<file path="config.mk">
export PLATFORM = sky130hd
export DESIGN_NAME = mcu_bus_ctrl_flat
export DESIGN_NICKNAME = d
export VERILOG_FILES = /design/src/rtl/mcu_bus_pkg.sv /design/src/rtl/mcu_bus_ctrl_if.sv /design/src/rtl/mcu_bus_sync.sv /design/src/rtl/mcu_bus_ctrl.sv /design/src/flat_wrapper.sv
export SDC_FILE = /design/constraint.sdc
export NUM_CORES = 1
export LEC_CHECK = 0
export ABC_AREA = 1
export CAP_MARGIN = 20
export CORE_ASPECT_RATIO = 0.75
export CORE_MARGIN = 8
export CORE_UTILIZATION = 67
export CTS_CLUSTER_DIAMETER = 60
export DETAILED_ROUTE_END_ITERATION = 8
export DONT_BUFFER_PORTS = 1
export PLACE_DENSITY = 0.83
export SYNTH_ARGS = -nofsm -noshare
export SYNTH_HDL_FRONTEND = slang
export SYNTH_SLANG_ARGS = --single-unit
</file>
<file path="constraint.sdc">
create_clock -name CLK -period 2.47 [get_ports CLK]
set_clock_uncertainty 0.2 [all_clocks]
set_input_delay 0.3705 -clock CLK [delete_from_list [all_inputs] [get_ports CLK]]
set_output_delay 0.3705 -clock CLK [all_outputs]
set_load 0.01 [all_outputs]
</file>
<file path="src/rtl/mcu_bus_pkg.sv">
// Shared types and constants for the MCU external-bus controller.
// State encoding, target select bits and the address map live here.
package mcu_bus_pkg;

  localparam int ADDR_W = 19;
  localparam int SEL_W  = 5;

  localparam int SEL_RAM   = 0;
  localparam int SEL_FREWL = 1;
  localparam int SEL_FREWH = 2;
  localparam int SEL_FIFO  = 3;
  localparam int SEL_SPI   = 4;

  localparam logic [3:0] RAM_PAGE = 4'hA;

  localparam logic [ADDR_W-1:0] FREWL_ADDR = 19'h58400;
  localparam logic [ADDR_W-1:0] FREWH_ADDR = 19'h58800;
  localparam logic [ADDR_W-1:0] FIFO_ADDR  = 19'h58001;
  localparam logic [ADDR_W-1:0] SPI_ADDR   = 19'h58002;

  localparam logic [15:0] FILL_DEAD = 16'hDEAD;

  typedef enum logic [2:0] {
    ST_IDLE,
    ST_DECODE,
    ST_CYCLE,
    ST_WR,
    ST_WAIT_END,
    ST_RD,
    ST_RD_DRIVE,
    ST_ERR_WAIT
  } state_t;

  function automatic logic [SEL_W-1:0] sel_decode(
    input logic [ADDR_W-1:0] a
  );
    logic [SEL_W-1:0] s;
    s = '0;
    unique case (1'b1)
      (a[18:15] == RAM_PAGE): s[SEL_RAM]   = 1'b1;
      (a == FREWL_ADDR):      s[SEL_FREWL] = 1'b1;
      (a == FREWH_ADDR):      s[SEL_FREWH] = 1'b1;
      (a == FIFO_ADDR):       s[SEL_FIFO]  = 1'b1;
      (a == SPI_ADDR):        s[SEL_SPI]   = 1'b1;
      default:                s = '0;
    endcase
    return s;
  endfunction

endpackage

</file>
<file path="src/rtl/mcu_bus_ctrl_if.sv">
// Pin-side and target-side signals of the MCU bus controller.
// slave = the controller, master = MCU pins plus target models.
interface mcu_bus_ctrl_if #(
  parameter int DATA_W = 16
);
  import mcu_bus_pkg::*;

  logic              NADV;
  logic              NWE;
  logic              NOE;
  logic [DATA_W-1:0] AD_IN;
  logic [2:0]        A_HI;
  logic [DATA_W-1:0] AD_OUT;
  logic              AD_OE;
  logic [ADDR_W-1:0] ADDR;
  logic [SEL_W-1:0]  SEL;
  logic [DATA_W-1:0] WDATA;
  logic              WR_STB;
  logic              RD_REQ;
  logic              RD_ACK;
  logic [DATA_W-1:0] RDATA;
  logic              BUSY;
  logic              BUS_ERR;

  modport slave (
    input  NADV, NWE, NOE, AD_IN, A_HI,
    input  RD_ACK, RDATA,
    output AD_OUT, AD_OE, ADDR, SEL, WDATA,
    output WR_STB, RD_REQ, BUSY, BUS_ERR
  );

  modport master (
    output NADV, NWE, NOE, AD_IN, A_HI,
    output RD_ACK, RDATA,
    input  AD_OUT, AD_OE, ADDR, SEL, WDATA,
    input  WR_STB, RD_REQ, BUSY, BUS_ERR
  );

endinterface

</file>
<file path="src/rtl/mcu_bus_sync.sv">
// Flop-chain synchronizer for one MCU strobe with edge pulses.
// Strobes idle high, so the chain resets to 1 to avoid false edges.
module mcu_bus_sync #(
  parameter int STAGES = 2
) (
  input  logic clk,
  input  logic rst_n,
  input  logic d,
  output logic q,
  output logic rise,
  output logic fall
);

  logic [STAGES-1:0] chain;
  logic              prev;

  always_ff @(posedge clk or negedge rst_n) begin
    if (!rst_n) begin
      chain <= '1;
      prev  <= 1'b1;
    end else begin
      chain <= {chain[STAGES-2:0], d};
      prev  <= chain[STAGES-1];
    end
  end

  assign q    = chain[STAGES-1];
  assign rise = q & ~prev;
  assign fall = ~q & prev;

endmodule

</file>
<file path="src/rtl/mcu_bus_ctrl.sv">
// MCU external-bus cycle controller: address latch, decode, wr/rd sequencing.
// Define MCU_BUS_TIMEOUT_EN to bound the read-ack wait by RD_TIMEOUT cycles.
module mcu_bus_ctrl
  import mcu_bus_pkg::*;
#(
  parameter int SYNC_STAGES = 2,
  parameter int RD_TIMEOUT  = 15,
  parameter int DATA_W      = 16
) (
  input logic           CLK,
  input logic           RST_N,
  mcu_bus_ctrl_if.slave bus
);

  logic nadv_q, nadv_rise, nadv_fall;
  logic nwe_q, nwe_rise, nwe_fall;
  logic noe_q, noe_rise, noe_fall;

  mcu_bus_sync #(.STAGES(SYNC_STAGES)) u_nadv (
    .clk  (CLK),
    .rst_n(RST_N),
    .d    (bus.NADV),
    .q    (nadv_q),
    .rise (nadv_rise),
    .fall (nadv_fall)
  );

  mcu_bus_sync #(.STAGES(SYNC_STAGES)) u_nwe (
    .clk  (CLK),
    .rst_n(RST_N),
    .d    (bus.NWE),
    .q    (nwe_q),
    .rise (nwe_rise),
    .fall (nwe_fall)
  );

  mcu_bus_sync #(.STAGES(SYNC_STAGES)) u_noe (
    .clk  (CLK),
    .rst_n(RST_N),
    .d    (bus.NOE),
    .q    (noe_q),
    .rise (noe_rise),
    .fall (noe_fall)
  );

  state_t            state;
  logic [ADDR_W-1:0] addr;
  logic [SEL_W-1:0]  sel;
  logic [DATA_W-1:0] wdata;
  logic [DATA_W-1:0] ad_out;
  logic              ad_oe;
  logic              wr_stb;
  logic              rd_req;
  logic              bus_err;

  // End-of-strobe exits use the synced level so a short phase never hangs.
  logic unused_edges;
  assign unused_edges = &{1'b0, nadv_q, nadv_fall, nwe_rise};

`ifdef MCU_BUS_TIMEOUT_EN
  localparam logic [3:0] TMO_LAST = 4'(RD_TIMEOUT - 1);
  logic [3:0] tmo_cnt;
`else
  logic [3:0] unused_tmo;
  assign unused_tmo = 4'(RD_TIMEOUT);
`endif

  always_ff @(posedge CLK or negedge RST_N) begin
    if (!RST_N) begin
      state   <= ST_IDLE;
      addr    <= '0;
      sel     <= '0;
      wdata   <= '0;
      ad_out  <= '0;
      ad_oe   <= 1'b0;
      wr_stb  <= 1'b0;
      rd_req  <= 1'b0;
      bus_err <= 1'b0;
`ifdef MCU_BUS_TIMEOUT_EN
      tmo_cnt <= '0;
`endif
    end else begin
      wr_stb <= 1'b0;
      unique case (state)
        ST_IDLE: begin
          if (nadv_rise) begin
            addr  <= {bus.A_HI, bus.AD_IN};
            state <= ST_DECODE;
          end
        end
        ST_DECODE: begin
          sel   <= sel_decode(addr);
          state <= ST_CYCLE;
        end
        ST_CYCLE: begin
          if (nwe_fall && noe_fall) begin
            bus_err <= 1'b1;
            state   <= ST_ERR_WAIT;
          end else if (nwe_fall) begin
            state <= ST_WR;
          end else if (noe_fall) begin
            rd_req <= |sel;
`ifdef MCU_BUS_TIMEOUT_EN
            tmo_cnt <= '0;
`endif
            state  <= ST_RD;
          end else if (nadv_rise) begin
            addr  <= {bus.A_HI, bus.AD_IN};
            state <= ST_DECODE;
          end
        end
        ST_WR: begin
          wdata  <= bus.AD_IN;
          wr_stb <= |sel;
          state  <= ST_WAIT_END;
        end
        ST_WAIT_END: begin
          if (nwe_q) state <= ST_IDLE;
        end
        ST_RD: begin
          if (sel == '0) begin
            ad_out <= '0;
            ad_oe  <= 1'b1;
            state  <= ST_RD_DRIVE;
          end else if (noe_rise) begin
            rd_req  <= 1'b0;
            bus_err <= 1'b1;
            state   <= ST_IDLE;
          end else if (bus.RD_ACK) begin
            rd_req <= 1'b0;
            ad_out <= bus.RDATA;
            ad_oe  <= 1'b1;
            state  <= ST_RD_DRIVE;
          end
`ifdef MCU_BUS_TIMEOUT_EN
          else if (tmo_cnt == TMO_LAST) begin
            rd_req  <= 1'b0;
            ad_out  <= FILL_DEAD;
            ad_oe   <= 1'b1;
            bus_err <= 1'b1;
            state   <= ST_RD_DRIVE;
          end else begin
            tmo_cnt <= tmo_cnt + 4'd1;
          end
`endif
        end
        ST_RD_DRIVE: begin
          if (noe_q) begin
            ad_oe <= 1'b0;
            state <= ST_IDLE;
          end
        end
        ST_ERR_WAIT: begin
          if (nwe_q && noe_q) state <= ST_IDLE;
        end
        default: state <= ST_IDLE;
      endcase
    end
  end

  assign bus.ADDR    = addr;
  assign bus.SEL     = sel;
  assign bus.WDATA   = wdata;
  assign bus.WR_STB  = wr_stb;
  assign bus.RD_REQ  = rd_req;
  assign bus.AD_OUT  = ad_out;
  assign bus.AD_OE   = ad_oe;
  assign bus.BUS_ERR = bus_err;
  assign bus.BUSY    = (state != ST_IDLE);

endmodule

</file>
<file path="src/flat_wrapper.sv">
// flat-port wrapper written by rule: the top's interface ports become plain ports
module mcu_bus_ctrl_flat import mcu_bus_pkg::*;
#(
  parameter int SYNC_STAGES = 2,
  parameter int RD_TIMEOUT  = 15,
  parameter int DATA_W      = 16
)
  (CLK, RST_N, bus_NADV, bus_NWE, bus_NOE, bus_AD_IN, bus_A_HI, bus_RD_ACK, bus_RDATA, bus_AD_OUT, bus_AD_OE, bus_ADDR, bus_SEL, bus_WDATA, bus_WR_STB, bus_RD_REQ, bus_BUSY, bus_BUS_ERR);
  mcu_bus_ctrl_if #(.DATA_W(DATA_W)) bus_i ();
  input logic CLK;
  input logic RST_N;
  input wire logic [$bits(bus_i.NADV)-1:0] bus_NADV;
  input wire logic [$bits(bus_i.NWE)-1:0] bus_NWE;
  input wire logic [$bits(bus_i.NOE)-1:0] bus_NOE;
  input wire logic [$bits(bus_i.AD_IN)-1:0] bus_AD_IN;
  input wire logic [$bits(bus_i.A_HI)-1:0] bus_A_HI;
  input wire logic [$bits(bus_i.RD_ACK)-1:0] bus_RD_ACK;
  input wire logic [$bits(bus_i.RDATA)-1:0] bus_RDATA;
  output wire logic [$bits(bus_i.AD_OUT)-1:0] bus_AD_OUT;
  output wire logic [$bits(bus_i.AD_OE)-1:0] bus_AD_OE;
  output wire logic [$bits(bus_i.ADDR)-1:0] bus_ADDR;
  output wire logic [$bits(bus_i.SEL)-1:0] bus_SEL;
  output wire logic [$bits(bus_i.WDATA)-1:0] bus_WDATA;
  output wire logic [$bits(bus_i.WR_STB)-1:0] bus_WR_STB;
  output wire logic [$bits(bus_i.RD_REQ)-1:0] bus_RD_REQ;
  output wire logic [$bits(bus_i.BUSY)-1:0] bus_BUSY;
  output wire logic [$bits(bus_i.BUS_ERR)-1:0] bus_BUS_ERR;
  assign bus_i.NADV = bus_NADV;
  assign bus_i.NWE = bus_NWE;
  assign bus_i.NOE = bus_NOE;
  assign bus_i.AD_IN = bus_AD_IN;
  assign bus_i.A_HI = bus_A_HI;
  assign bus_i.RD_ACK = bus_RD_ACK;
  assign bus_i.RDATA = bus_RDATA;
  assign bus_AD_OUT = bus_i.AD_OUT;
  assign bus_AD_OE = bus_i.AD_OE;
  assign bus_ADDR = bus_i.ADDR;
  assign bus_SEL = bus_i.SEL;
  assign bus_WDATA = bus_i.WDATA;
  assign bus_WR_STB = bus_i.WR_STB;
  assign bus_RD_REQ = bus_i.RD_REQ;
  assign bus_BUSY = bus_i.BUSY;
  assign bus_BUS_ERR = bus_i.BUS_ERR;
  mcu_bus_ctrl #(.SYNC_STAGES(SYNC_STAGES), .RD_TIMEOUT(RD_TIMEOUT), .DATA_W(DATA_W)) u_core (.CLK(CLK), .RST_N(RST_N), .bus(bus_i));
endmodule
</file>
==> results of run 1 <==
-- Yosys cell counts (all sizes together) --
library cell    n  share of area (%)
a21oi           3               0.59
buf             9                3.4
clkbuf          3               0.35
dfrtp          63                 49
dfstp           9                7.4
inv            39                4.7
nand2         115                 15
nand3          31                5.4
nand3b          1               0.23
nand4           6                1.2
nor2           25                3.3
nor3            5                1.1
o21ai          34                7.5
o21bai          1               0.23
o31ai           1               0.23
or2             1               0.20
-- repair_timing --
action | 4_1_cts | 5_1_grt
endpoints found under the hold margin | 111 | 0
hold buffers | 39 | 0
gates resized for setup | 0 | 0
-- layout make-up --
type / count / area (um^2)
Fill cell: 252 / 754
Antenna cell: 1 / 2.50
Inverter: 39 / 151
Sequential cell: 72 / 1810
Timing Repair Buffer: 40 / 415
Clock buffer: 11 / 151
Clock inverter: 5 / 63.8
Multi-Input combinational cell: 223 / 1120
Tap cell: 57 / 71.3
-- cells by family after synthesis --
family,after synthesis,share of synthesized area (%)
buf+inv,51,8.50
flops,72,56.5
simple gates,184,26.4
compound gates,39,8.58
-- sequential cells by signal (all words and copies together), names as in the netlist, 2 cells and up --
| signal | count |
|---|---|
| u_core.state | 3 |
| u_core.bus.WDATA | 16 |
| u_core.bus.SEL | 5 |
| u_core.bus.ADDR | 19 |
| u_core.bus.AD_OUT | 16 |
| u_core.u_nadv.chain | 2 |
| u_core.u_noe.chain | 2 |
| u_core.u_nwe.chain | 2 |
-- report_power, final --
part	switching [mW]	internal [mW]
combinational	0.698	0.402
clock	0.456	0.528
sequential	0.648	1.60
total	1.80	2.54
-- final timing paths --
path                                   startpoint                     end
max                               u_core.state[2]    u_core.bus.WDATA[12]
min                                  bus_RDATA[6]    u_core.bus.AD_OUT[6]
max reg2reg                       u_core.state[2]    u_core.bus.WDATA[12]
min reg2reg                u_core.u_nadv.chain[0]  u_core.u_nadv.chain[1]
max in group asynchronous                   RST_N       u_core.u_noe.prev
min in group asynchronous                   RST_N     u_core.bus.WDATA[6]
-- layer usage --
metal  global-route usage (%)  vias up  wire, um  share of wire [%]
met3                     11.1       15       902                 11
met2                     37.4      129      4120                 49
met1                     28.5     1188      3240                 39
met5                        0        -         0                  0
li1                         -     1172         -                  -
met4                     8.12        0       121                1.4
-- worst max-delay path, stage by stage, from the launching register on --
cell and delay (ns):
dfrtp_1 0.62, nor2_2 0.11, inv_1 0.64, o21ai_0 0.23
-- per-stage QoR --
stage / hold slack, ns / utilization, % / cells / area (um^2)
after CTS: 0.00361 / 83.3 / 447 / 3790
final: 0.0269 / 83.4 / 448 / 3790
after global routing: 0.0263 / 83.3 / 447 / 3790
after detailed placement: -0.124 / 69.6 / 392 / 3170
after floorplan: -0.125 / - / 346 / 3210
after global placement: -0.123 / 69.6 / 392 / 3170
==> out/results.ini, run 1 <==
[logic_synthesis]
synth.cell_area_um2=3210
synth_warnings=0
synth_cells=346
synth_seq_cells=72
synth_nets=387
syn_area_per_cell_um2=9.27
ys_seq_area_share_pct=56.5
synth_cell_types=32

[die]
rows=21
design.die.area_um2=7280
initial_utilization_pct=70.6
core_um2=4550
die_y_um=75.9
chipWidth_um=95.9
ios=102

[clock_tree]
cts.htree.levels=3
clk-insertion-delay-late_ns=0.35
tritoncts=yes
clk_pin_slew_ns=0.08
root_buffer=clkbuf_8
clk_path_buf_depth=2
post-cts-setup-buffers=0
cts_num_sinks=72
numCtsBuffers=9

[power]
powerDensity_nw_per_um2=1140
peakVddDrop_uv=920
p_total_mw=4.34
p_leak_nw=1.92

[final_layout]
final_nets=426
final_common_cell=nand2_1
final_cell_mix=nand2_1, dfrtp_1, dlygate4sd3_1
drive_gt1_share_pct=17.2
area_growth_pct=18.2

[detailed_routing]
wl_per_cell_um=18.7
drc_errors=0
routed_via_density=5.59
drt_first_iter_violations=184
dr.pass1.iters=6
antenna_left=0
vias=2504
wirelength_um=8380

[run]
drv_cap=0

[outcome]
status=complete, no violations

[critical_path]
ff2ff_setup_slack_ns=0.51
end_kind=flop
arrival_ns=1.95
setup.worst_path.class=flop to flop
start_kind=flop
crit_fanout=32
reg2regPathDepth=3
critPathRequiredTime_ns=2.46

[placed_design]
portBuffers=0
gp_congestion=0.906
dp_slack_ns=0.597
dpl.hpwl_um=5190

[grt]
antenna_found_initial=0
grt_pass1_vias=2557
grt_pass1_wl_um=13500
globalRouteOverflowTotal=0
grt_max_degree=73
grtUsageTotal_pct=24.0

[timing]
fin_crit_sh_pct=79.3
fmax_ghz=0.511
final_max_slew_viol_count=0
tightest_slew_ns=0.845
fin_ws_ns=0.512
final-hold-violation-count=0
setup_viol=0
slew_headroom_pct=43.6
setup_tns_ns=0
grt_setup_unrepaired=false
min_period_ns=1.96

[min_path]
hold_class=primary input to flop
min_path_cells=2

(Power assumes the default switching activity.)
==> run 2: changes to the inputs <==
Settings changed: CORE_UTILIZATION 67 to 62, PLACE_DENSITY 0.83 to 0.78.
Clock period 2.47 ns to 2.05 ns, I/O delays scaled along.
==> run 2 against run 1 <==
Net effect: the run now ends with hold timing left; maximum frequency increased by 5.2%; wire length decreased by 14%; first-iteration DRC count down 23%; register-to-register slack worse by 0.32 ns; design area is 0.92% lower; global-route usage decreased by 4.6 points; sequential power is 20% higher; cell count rose by 0.45%; clock power rose by 14%; worst hold slack worse by 0.58 ns; worst setup slack got worse by 0.32 ns; power rose by 16%.
==> out/results.ini, run 2 (same netlist as run 1, synthesis figures left out) <==
[outcome]
status=complete, but fails checks
violations=hold timing

[timing]
setup_viol=0
min_period_ns=1.86
hold_ws_ns=-0.549
final-hold-violation-count=72
fin_crit_sh_pct=90.8
slew_headroom_pct=48.1
tightest_slew_ns=0.778
grt_setup_unrepaired=false
fin_ws_ns=0.189
fmax_ghz=0.537
final_max_slew_viol_count=0
setup_tns_ns=0

[run]
drv_cap=0

[grt]
use_met3_pct=9.52
grt_pass1_wl_um=11800
antenna_found_initial=0
grt.busiest_layer=met2
use_met2_pct=31.3
grtUsageTotal_pct=19.4
globalRouteOverflowTotal=0
grt_max_degree=73
grtUsageMet1_pct=22.6
grt_pass1_vias=2396

[clock_tree]
cts.htree.levels=3
root_buffer=clkbuf_8
post-cts-setup-buffers=0
tritoncts=yes
cts_resized=0
clk-insertion-delay-late_ns=0.34
cts_num_sinks=72
numCtsBuffers=9
clk_pin_slew_ns=0.07
clk_path_buf_depth=2
hold_buffers=38

[detailed_routing]
antenna_left=0
drt_first_iter_violations=142
drc_errors=0
dr.pass1.iters=4
vias=2364
wirelength_um=7250
wl_per_cell_um=16.1
routed_via_density=5.25

[critical_path]
critPathRequiredTime_ns=2.04
crit_fanout=32
worst_path_max_delay_cell=dfrtp_1
start_kind=flop
slowest_delay_ns=0.61
critical_path.cell_chain=nor2_2 -> inv_1 -> o21ai_0
reg2regPathDepth=3
end_kind=flop
setup.worst_path.class=flop to flop
arrival_ns=1.85

[die]
ios=102
rows=22
core_um2=4930
initial_utilization_pct=65.1
chipWidth_um=99.1
design.die.area_um2=7760
die_y_um=78.3

[power]
swShare_pct=39.5
p_int_mw=3.05
powerDensity_nw_per_um2=1340
pwr-share-seq_pct=53.2
peakVddDrop_uv=941
p_leak_nw=1.91
power.switching_mw=2.00
clock_power_share_pct=22.1
p_comb_share_pct=24.6

[final_layout]
final_common_cell=nand2_1
final_cell_mix=nand2_1, dfrtp_1, dlygate4sd3_1
largest_register_ffs=19
area_growth_pct=17.1
fillers=353
drive_gt1_share_pct=16.7
antenna_cells=0
final_nets=426

[placed_design]
dpl.hpwl_um=5000
dp_slack_ns=0.198
gp_congestion=0.837
portBuffers=0

[min_path]
hold_class=primary input to async pin

## run 2: per-layer routing
layer | vias up | wire length [um] | share of wire, %
li1 | 1171 | - | -
met2 | 76 | 3430 | 47
met5 | - | 0 | 0
met3 | 7 | 692 | 9.6
met1 | 1110 | 3050 | 42
met4 | 0 | 80 | 1.1
## run 2: worst max-delay path: cells and delay by family (launching register included)
kind	cells	cell delay, ns
and+or+nand+nor	1	0.11
DFF	1	0.61
buffers and inverters	1	0.59
AOI/OAI and AO/OA	1	0.19
## run 2: power by group through the flow
stage               combinational, mW  sequential (mW)  clock, mW
finish                           1.24             2.69       1.12
global route                     1.44             2.76       1.19
CTS                              1.25             2.70       1.14
detailed placement               1.18             2.72          0
global placement                 1.12             2.70          0
floorplan                        1.12             2.50          0
## run 2: final cells by class
class	instances	area (um^2)	share of cell area (%)
repair buffers	40	395	10.5
inverters	39	151	4.03
well taps	60	75.1	2.00
clock inverters	3	40.0	1.07
flip-flops and latches	72	1810	48.3
clock buffers	13	159	4.23
multi-input cells	223	1120	29.9
## run 2: final timing paths
| kind | startpoint | end | slack [ns] |
|---|---|---|---|
| setup / recovery | u_core.state[2] | u_core.bus.WDATA[7] | 0.19 |
| max in group asynchronous | RST_N | u_core.u_nwe.chain[1] | 1.99 |
| hold / removal | RST_N | u_core.bus.ADDR[18] | -0.55 |
| setup reg to reg | u_core.state[2] | u_core.bus.WDATA[7] | 0.19 |
| hold reg to reg | u_core.u_nadv.chain[0] | u_core.u_nadv.chain[1] | 0.16 |
| min in group CLK | bus_RD_ACK | u_core.bus.AD_OE | 0.08 |
## run 2: metrics by stage
stage               cell area, um^2  util (%)  cells  power (mW)  hold slack, ns
floorplan                      3210         -    346        3.62          -0.188
global placement               3180      64.5    396        3.83          -0.186
detailed placement             3180      64.5    396        3.90          -0.186
CTS                            3760      76.2    450        5.09          -0.562
global route                   3760      76.2    450        5.39          -0.568
finish                         3760      76.2    450        5.05          -0.549
==> run 3: changes to the inputs <==
Settings changed: CORE_UTILIZATION 62 to 65, CTS_BUF_LIST set to sky130_fd_sc_hd__clkbuf_8, PLACE_DENSITY 0.78 to 0.81, SKIP_LAST_GASP set to 1.
==> run 3 against run 2 <==
Net effect: the run still ends with hold timing left; critical path depth stayed put; clock power hardly changed; global-route usage is 1.1 points higher; power is 0.39% higher; first-iteration DRC count is 13% higher; clock-buffer cell count is 4 lower; flip-flop and latch count stayed put; design area is 0.17% lower; largest power group unchanged.
==> out/results.ini, run 3 (same netlist as run 1, synthesis figures left out) <==
[outcome]
status=complete, but fails checks
violations=hold timing

[placed_design]
dpl.hpwl_um=5070
gp_congestion=0.891
dpl_cell_area_um2=3170
portBuffers=0

[final_layout]
final_nets=425
final_cell_mix=nand2_1, dfrtp_1, dlygate4sd3_1
finalInstanceArea_um2=3750
final_common_cell=nand2_1
antenna_cells=0
drive_gt1_share_pct=17.0
largest_register_ffs=19
fillers=310
area_growth_pct=16.9

[clock_tree]
numCtsBuffers=9
cts.htree.levels=3
tritoncts=yes
clk_pin_slew_ns=0.08
clk-insertion-delay-late_ns=0.35
post-cts-setup-buffers=0
hold_buffers=38
cts_num_sinks=72
root_buffer=clkbuf_8
clk_path_buf_depth=2

[critical_path]
worst_path_max_delay_cell=dfrtp_1
critPathRequiredTime_ns=2.04
ff2ff_setup_slack_ns=0.17
arrival_ns=1.87
critical_path.cell_chain=nor2_2 -> inv_1 -> o21ai_0
slowest_delay_ns=0.64
setup.worst_path.class=flop to flop
start_kind=flop
end_kind=flop
crit_fanout=32

[detailed_routing]
dr.pass1.iters=5
vias=2435
wl_per_cell_um=16.7
routed_via_density=5.42
antenna_left=0
drc_errors=0
wirelength_um=7490
drt_first_iter_violations=160

[timing]
fmax_ghz=0.532
fin_crit_sh_pct=91.7
setup_viol=0
tightest_slew_ns=0.776
grt_setup_unrepaired=false
slew_headroom_pct=48.2
final-hold-violation-count=72
min_period_ns=1.88
setup_tns_ns=0
hold_ws_ns=-0.552
final_max_slew_viol_count=0

[die]
design.die.area_um2=7460
initial_utilization_pct=66.6
ios=102
core_um2=4820
rows=22
chipWidth_um=97.1
die_y_um=76.8

[power]
p_leak_nw=1.90
peakVddDrop_uv=887
powerDensity_nw_per_um2=1350
p_total_mw=5.07

[grt]
grt_pass1_wl_um=12500
antenna_found_initial=0
grt_max_degree=73
globalRouteOverflowTotal=0
grtUsageTotal_pct=20.6
grt_pass1_vias=2433

[run]
drv_cap=0

[min_path]
hold_class=primary input to async pin

run 3: changes by cell type in the layout (fill, tap and decap cells not counted):
cell | previous run | this run
clkinvlp_4 | 0 | 2
clkinv_2 | 2 | 1
clkbuf_1 | 2 | 0
inv_6 | 1 | 4
buf_4 | 2 | 1
clkbuf_8 | 11 | 9
run 3: power by group:
| group | switching, mW | total, mW | leakage (nW) | internal (mW) |
|---|---|---|---|---|
| Combinational | 0.770 | 1.25 | 0.906 | 0.479 |
| Clock | 0.555 | 1.13 | 0.0966 | 0.572 |
| Sequential | 0.758 | 2.69 | 0.899 | 1.93 |
| Total | 2.08 | 5.07 | 1.90 | 2.98 |
run 3: path summary, 6_finish.rpt:
kind / start / endpoint / cells past startpoint
setup / recovery: u_core.state[2] / u_core.bus.WDATA[4] / 3
hold / removal: RST_N / u_core.bus.WDATA[7] / 0
setup reg to reg: u_core.state[2] / u_core.bus.WDATA[4] / 3
hold reg to reg: u_core.u_nadv.chain[0] / u_core.u_nadv.chain[1] / 0
max in group asynchronous: RST_N / u_core.u_noe.chain[1] / 0
min in group CLK: bus_RD_ACK / u_core.bus.RD_REQ / 4
run 3: layout make-up:
type	instances	area [um^2]	area share, %
well taps	60	75.1	2.00
inverters	39	151	4.04
flip-flops and latches	72	1810	48.3
multi-input cells	223	1120	29.9
clock inverters	7	76.3	2.04
repair buffers	39	388	10.3
clock buffers	9	124	3.30
run 3: repair_timing:
| action | in CTS | in global routing |
|---|---|---|
| setup endpoints to repair | 0 | 0 |
| endpoints found under the hold margin | 126 | 72 |
| resized for setup | 0 | 0 |
run 3: metal layers:
metal | global-route usage (%) | wire [um]
met1 | 24.8 | 3220
met2 | 32.6 | 3550
met3 | 9.04 | 626
met4 | 5.97 | 85
met5 | 0 | 0
run 3: critical path, delay by kind of cell, from the launching register on:
kind	cells	cell delay (ns)
flops	1	0.64
buf+inv	1	0.59
compound gates	1	0.20
simple gates	1	0.10
run 3: metrics by stage:
stage | worst slack, ns | hold slack (ns) | cells | utilization (%)
global route | 0.0103 | -0.583 | 449 | 77.8
global placement | 0.317 | -0.186 | 395 | 65.8
floorplan | 0.484 | -0.188 | 346 | -
finish | 0.170 | -0.552 | 449 | 77.8
detailed placement | 0.194 | -0.186 | 395 | 65.8
CTS | 0.198 | -0.569 | 449 | 77.8
